==> src/rtl/sp3a_xyq.sv <==
// sp3a_xyq: ix->iy bridge with a posted-write command queue, in-order blocking reads,
// per-transaction iy timeout and a sticky error flag.
module sp3a_xyq #(
    parameter int AW = 32,
    parameter int DW = 32,
    parameter int DEPTH = 4,
    parameter int TMO = 255,
    localparam int BW = DW / 8,
    localparam int LW = $clog2(DEPTH) + 1
) (
    input  logic          ix_clk,
    input  logic          ix_rst_n,
    input  logic [AW-1:0] ix_addr,
    input  logic [DW-1:0] ix_wdata,
    input  logic [BW-1:0] ix_be,
    input  logic          ix_rd,
    input  logic          ix_req,
    output logic          ix_busy,
    output logic          ix_ack,
    output logic [DW-1:0] ix_rdata,
    output logic          ix_err,
    input  logic          ix_err_clr,
    output logic [LW-1:0] ix_level,
    output logic [AW-1:0] iy_addr,
    output logic [DW-1:0] iy_wdata,
    output logic [BW-1:0] iy_be,
    output logic          iy_rd,
    output logic          iy_req,
    input  logic          iy_busy,
    input  logic          iy_ack,
    input  logic          iy_err,
    input  logic [DW-1:0] iy_rdata
);
    localparam int PW = $clog2(DEPTH);
    localparam logic [15:0] TMO_C = 16'(TMO);

    typedef enum logic {IDLE, WAIT} state_t;
    state_t state, state_nxt;

    logic [AW-1:0] q_addr [DEPTH];
    logic [DW-1:0] q_wdata [DEPTH];
    logic [BW-1:0] q_be [DEPTH];
    logic          q_rd [DEPTH];
    logic [PW-1:0] wp, rp;
    logic [LW-1:0] level;
    logic [15:0]   cnt;
    logic          rd_pend, rd_done, push, issue, pop, fail, empty;

    assign ix_level = level;
    assign ix_busy  = (level == LW'(DEPTH)) | rd_pend;
    assign push     = ix_req & ~ix_busy;
    assign ix_ack   = ix_rst_n & ((push & ~ix_rd) | rd_done);
    assign empty    = (level == '0);

    // An empty queue forwards the command being accepted so iy_req follows the accept cycle
    always_comb begin
        issue     = (state == IDLE) & (~empty | push) & ~iy_busy;
        fail      = (state == WAIT) & (iy_err | ((TMO != 0) & (cnt == TMO_C)));
        pop       = fail | ((state == WAIT) & iy_ack);
        state_nxt = issue ? WAIT : pop ? IDLE : state;
    end

    always_ff @(posedge ix_clk or negedge ix_rst_n) begin
        if (!ix_rst_n) state <= IDLE;
        else           state <= state_nxt;
    end

    always_ff @(posedge ix_clk) begin
        if (push) begin
            q_addr[wp]  <= ix_addr;
            q_wdata[wp] <= ix_wdata;
            q_be[wp]    <= ix_be;
            q_rd[wp]    <= ix_rd;
        end
    end

    always_ff @(posedge ix_clk or negedge ix_rst_n) begin
        if (!ix_rst_n) begin
            wp       <= '0;
            rp       <= '0;
            level    <= '0;
            cnt      <= '0;
            rd_pend  <= 1'b0;
            rd_done  <= 1'b0;
            iy_addr  <= '0;
            iy_wdata <= '0;
            iy_be    <= '0;
            iy_rd    <= 1'b0;
            iy_req   <= 1'b0;
            ix_rdata <= '0;
            ix_err   <= 1'b0;
        end else begin
            if (push) wp <= wp + 1'b1;
            if (pop) rp <= rp + 1'b1;
            level   <= level + LW'(push) - LW'(pop);
            cnt     <= issue ? '0 : cnt + 1'b1;
            rd_pend <= (push & ix_rd) | (rd_pend & ~(pop & iy_rd));
            rd_done <= pop & iy_rd;
            iy_req  <= issue;
            if (issue) begin
                iy_addr  <= empty ? ix_addr : q_addr[rp];
                iy_wdata <= empty ? ix_wdata : q_wdata[rp];
                iy_be    <= empty ? ix_be : q_be[rp];
                iy_rd    <= empty ? ix_rd : q_rd[rp];
            end else if (pop) begin
                iy_be <= '0;
            end
            if (pop & iy_rd) ix_rdata <= fail ? '1 : iy_rdata;
            ix_err <= fail | (ix_err & ~ix_err_clr);
        end
    end
endmodule

==> config.mk <==
export PLATFORM = sky130hd
export DESIGN_NAME = sp3a_xyq
export DESIGN_NICKNAME = d
export VERILOG_FILES = /design/src/rtl/sp3a_xyq.sv
export SDC_FILE = /design/constraint.sdc
export NUM_CORES = 1
export LEC_CHECK = 0
export BUFFER_PORTS_ARGS = -buffer_cell sky130_fd_sc_hd__buf_2
export CORE_MARGIN = 2
export CORE_UTILIZATION = 59
export CTS_BUF_LIST = sky130_fd_sc_hd__clkbuf_4 sky130_fd_sc_hd__clkbuf_8
export CTS_CLUSTER_DIAMETER = 50
export DETAILED_ROUTE_END_ITERATION = 7
export PLACE_DENSITY = 0.92
export SLEW_MARGIN = 20
export SYNTH_ARGS = -nofsm -noshare
export SYNTH_HDL_FRONTEND = slang
export SYNTH_SLANG_ARGS = --single-unit
==> constraint.sdc <==
create_clock -name ix_clk -period 4.5 [get_ports ix_clk]
set_input_delay 1.125 -clock ix_clk [delete_from_list [all_inputs] [get_ports ix_clk]]
set_output_delay 1.125 -clock ix_clk [all_outputs]
set_load 0.1 [all_outputs]
After elaboration in Yosys (flattened, before gate mapping)
Memories as Yosys holds them, arrays and structs flattened.
Index checks and enable logic that the tools add are counted.
{ "word_totals": {"mem_count": 4, "latchBits": 0, "romBits": 0, "output_inout_bits": 108, "reg_bits": 129, "ram_bits": 276, "input_bits": 108} }
{ "op_classes": {"n_shift": 0, "mul": 0, "n_div": 0, "n_eq_ne": 2, "n_lt_le_gt_ge": 0, "reduce_logical": 2, "muxes": 12, "add_sub_neg": 5, "bitwise_logic": 25} }
{ "memory_table": {"columns": ["memory", "depth", "width", "read_ports", "rd_clocked_by_memory_dff", "wr", "line", "rtl"], "rows": [
  ["q_addr", 4, 32, 1, 0, 1, "40", "logic [AW-1:0] q_addr [DEPTH];"],
  ["q_wdata", 4, 32, 1, 0, 1, "41", "logic [DW-1:0] q_wdata [DEPTH];"],
  ["q_be", 4, 4, 1, 0, 1, "42", "logic [BW-1:0] q_be [DEPTH];"],
  ["q_rd", 4, 1, 1, 0, 1, "43", "logic q_rd [DEPTH];"]
]} }
{ "ops": {"columns": ["cell", "count"], "rows": [
  ["two-way mux 32 bit", 3],
  ["adder 16 x 1 -> 16 bit, second input constant", 1],
  ["== test 16 x 8 -> 1 bit, second input constant", 1],
  ["two-way mux 16 bit", 1],
  ["two-way mux 4 bit", 3],
  ["AND 1 bit", 11],
  ["NOT 1 bit", 7],
  ["OR 1 bit", 7],
  ["two-way mux 1 bit", 5],
  ["adder 2 x 1 -> 2 bit, second input constant", 2],
  ["adder 3 x 1 -> 3 bit", 1],
  ["== test 3 bit, second input constant", 1],
  ["zero test 3 bit", 1],
  ["subtractor 3 x 1 -> 3 bit", 1],
  ["nonzero test 2 bit", 1]
]} }

Logic depth before layout (Yosys ltp)
{ "logic_depth": {"ltp_word": 8, "depth_mapped": 11, "ltp_nobuf": 11} }

Worst setup path before layout
Ideal clock, no wire load.
{ "synth_timing": {"path_type": "input -> register", "from": "input port ix_req", "to": "memory q_addr[0][0], enable pin", "cell_stages": 4, "arrival_time_ns": 3.352, "setup_ns": 0.435, "t_required_ns": 4.065, "slack_ns": 0.714, "path_buffers": 1, "cell_sequence": "nand2b_1 a21oi_1 clkbuf_1 and2_1"} }
{ "synth_between": {"elab_chain_len": 3} }
{ "synth_rtl": {"columns": ["element", "line", "rtl"], "rows": [
  ["start: declaration", "17", "input logic ix_req,"],
  ["AND 1 bit", "51", "assign push = ix_req & ~ix_busy;"],
  ["two-way mux 1 bit", "69", "if (push) begin"],
  ["two-way mux 1 bit (not written as such)", "70", "q_addr[wp] <= ix_addr;"],
  ["end: declaration", "40", null]
]} }
Every way passes these cells.

Worst setup path after layout
{ "layout_timing": {"from": "input port ix_req", "to": "output port ix_ack"} }
{ "layout_between": {"elab_chain_len": 4} }
{ "layout_rtl": {"columns": ["element", "line", "rtl"], "rows": [
  ["AND 1 bit", "51", null],
  ["AND 1 bit", "52", "assign ix_ack = ix_rst_n & ((push & ~ix_rd) | rd_done);"],
  ["OR 1 bit", "52", null],
  ["AND 1 bit", "52", null],
  ["end: declaration", "19", "output logic ix_ack,"]
]} }
Every way passes these cells.

==> results.json <==
{
  "critPathLaunchType": "primary input",
  "cts_hold_buf": 0,
  "route.detailed.drc": 0,
  "die_h_um": 167.0,
  "endpoint_kind": "output port",
  "post_cts_resize_count": 0,
  "critPathRequiredTime_ns": 3.38,
  "rrSetupSlack_ns": 1.48,
  "grt_max_degree": 87,
  "dr.pass1.iters": 5,
  "root_buffer": "clkbuf_8",
  "mostFrequentLayoutCell": "edfxtp_1",
  "maxCapViolCount": 0,
  "status": "finished clean",
  "yosysUniqueCellTypes": 47,
  "syn_inst": 876,
  "area_growth_pct": 17.44,
  "r2r-end": "ix_level[2]$_DFF_PN0_",
  "yosysWarnings": 0,
  "layout_setup_ws_ns": 0.9645,
  "hp-class": "reg2reg",
  "cts.sinks": 405,
  "via_per_inst": 5.761,
  "gp_congestion": 0.7762,
  "post-route-period-util_pct": 78.57,
  "finalCriticalPeriod_ns": 3.536,
  "syn_nets": 992,
  "clk_pin_slew_worst_paths_ns": 0.06,
  "skew_ns": 0.02431,
  "cts-htree-levels": 2,
  "antenna_found_initial": 6,
  "core_area_um2": 26060,
  "r2r_cells": 10,
  "synth_ff_type": "edfxtp_1",
  "syn_area_um2": 15680,
  "cts_setup_buffers": 0,
  "slew-limit-headroom_pct": 25.96,
  "hold_viol_final": 0,
  "cp_common_cell": "buf_2",
  "clock_latency_ns": 0.59,
  "hold_depth": 2,
  "antenna_left": 0,
  "final_layout_size_suffix_gt1_share_pct": 38.25,
  "dpl_cell_area_um2": 17070,
  "fmax_ghz": 0.2828,
  "vias": 8671,
  "dpl.hpwl_mm": 18.69,
  "ys_seq_elements": 405,
  "core.rowCount": 59,
  "drt_iter0_markers": 703,
  "drt-wirelength-per-cell_um": 20.71,
  "ios": 216,
  "layout_common_cells": "276 x edfxtp_1, 214 x buf_2, 127 x dfrtp_1",
  "cts_tree": "built",
  "grt_setup_unrepaired": "no",
  "fin_util_pct": 70.68,
  "seq_area_frac_synth_pct": 73.43,
  "cts_buffers": 60,
  "crit_family": "buffers and inverters",
  "final_cell_area_um2": 18420,
  "path_cells": "buf_2 -> nand2b_1 -> a21oi_1 -> buf_4 -> inv_1 -> nor2_1 -> o21a_1 -> buf_2",
  "track_usage_pct": 22.60,
  "synth_area_per_cell_um2": 17.90,
  "fin_nets": 1230,
  "start_util_pct": 60.19,
  "setup_violations": 0,
  "cpMaxStageDelayCell": "buf_2",
  "clk_path_buf_depth": 3,
  "async_reset_ff_share_pct": 31.85,
  "worst-endpoint-arrival_ns": 2.41,
  "synth_edf_count": 276,
  "cp_slowest_stage_delay_ns": 0.42,
  "dieWidth_um": 167.0,
  "dieArea_um2": 27900,
  "port-buffer-count": 215,
  "grt-ovfl-total": 0,
  "grt_pass1_vias": 9053,
  "crit_type": "in2out",
  "grt_first_pass_wirelength_mm": 49.49,
  "path_buf_inv": 4,
  "worstMarginPinSlew_ns": 1.111,
  "drv_slew": 0,
  "wirelength_mm": 31.17,
  "place_ws_ns": 1.005,
  "crit_fanout": 13,
  "hold_path_end": "iy_addr[29]$_DFFE_PN0N_",
  "hp-start": "iy_addr[29]$_DFFE_PN0N_",
  "worstReg2RegStart": "cnt[8]$_DFF_PN0_",
  "tns_ns": 0
}
[worst max-delay path by stage]
stage | end | depth (start not counted) | startpoint | slack, ns
6_report | ix_ack | 8 | ix_req | 0.96
4_1_cts | ix_ack | 8 | ix_req | 0.96
3_5_place_dp | ix_ack | 8 | ix_req | 1.01
2_1_floorplan | q_addr[0][0]$_DFFE_PP_ | 4 | ix_req | 0.71
5_1_grt | ix_ack | 8 | ix_req | 0.88
3_3_place_gp | ix_ack | 8 | ix_req | 1.04
[cell type report]
type	count	area, um2
clock buffers	88	1117
fillers	1626	7640
multi-input cells	411	3886
well taps	335	419.2
flip-flops and latches	405	11520
diodes	4	10.01
inverters	10	37.54
repair buffers	226	1226
clock inverters	26	198.9
[cells in the mapped netlist, types with 2 or more instances]
cell / number / area (um2)
a21oi_1: 6 / 30.03
a31oi_1: 4 / 25.02
and2_1: 5 / 31.28
buf_1: 3 / 11.26
buf_12: 3 / 60.06
buf_2: 15 / 75.07
clkbuf_1: 27 / 101.4
dfrtp_1: 129 / 3228
edfxtp_1: 276 / 8288
ha_1: 7 / 87.58
inv_1: 10 / 37.54
mux2i_1: 65 / 650.6
mux4_2: 69 / 1554
nand2_1: 80 / 300.3
nand2b_1: 2 / 12.51
nand3_1: 6 / 30.03
nand4_1: 3 / 18.77
nor2_1: 12 / 45.04
nor2b_1: 4 / 25.02
nor3_1: 2 / 10.01
o21a_1: 2 / 15.01
o21ai_0: 73 / 365.4
o22a_1: 2 / 17.52
o22a_2: 30 / 300.3
o22ai_1: 4 / 25.02
or3_1: 2 / 12.51
or4_1: 2 / 15.01
or4b_2: 2 / 20.02
xnor2_1: 7 / 61.31
xor2_1: 7 / 61.31
[metal layers]
layer / track usage, % / share of wire (%) / vias to the layer above
met1: 30.84 / 41 / 4401
met4: 7.084 / 2.2 / 4
met2: 36.73 / 49 / 318
met3: 5.394 / 7.0 / 57
met5: 0 / 0.087 / -
li1: - / - / 3891
[kinds of logic after synthesis]
logic type / Yosys count / share of synthesized area, %
flip-flops: 405 / 73.43
adder cells (fa/ha/maj): 8 / 0.6861
AND/OR/NAND/NOR: 129 / 3.766
buffers and inverters: 60 / 1.939
multiplexers: 134 / 14.06
XOR/XNOR: 14 / 0.7818
AO/OA/AOI/OAI: 126 / 5.345
[worst register-to-register path: stages (launching register included)]
cell and delay, ns:
dfrtp_1 0.42, or4_4 0.57, o41ai_4 0.40, o21a_1 0.32, ha_1 0.29, inv_1 0.05
ha_1 0.13, inv_1 0.05, fa_1 0.37, xnor2_1 0.14, xnor2_1 0.14
[metrics by stage]
step / instances / hold WS, ns
finish: 1505 / 0.4746
global route: 1503 / 0.4968
CTS: 1500 / 0.4785
detailed placement: 1386 / 0.4648
global placement: 1386 / 0.4588
floorplan: 876 / 0.4479
[registers in the layout, indices dropped and copies added, names as in the netlist, 3 cells and up]
name	count
q_be	16
iy_wdata	32
ix_level	3
ix_rdata	32
iy_addr	32
cnt	16
q_wdata	128
q_addr	128
iy_be	4
q_rd	4
Power is not shown: default switching activity piles up to over one toggle a cycle in this logic, so the estimate is an artifact.
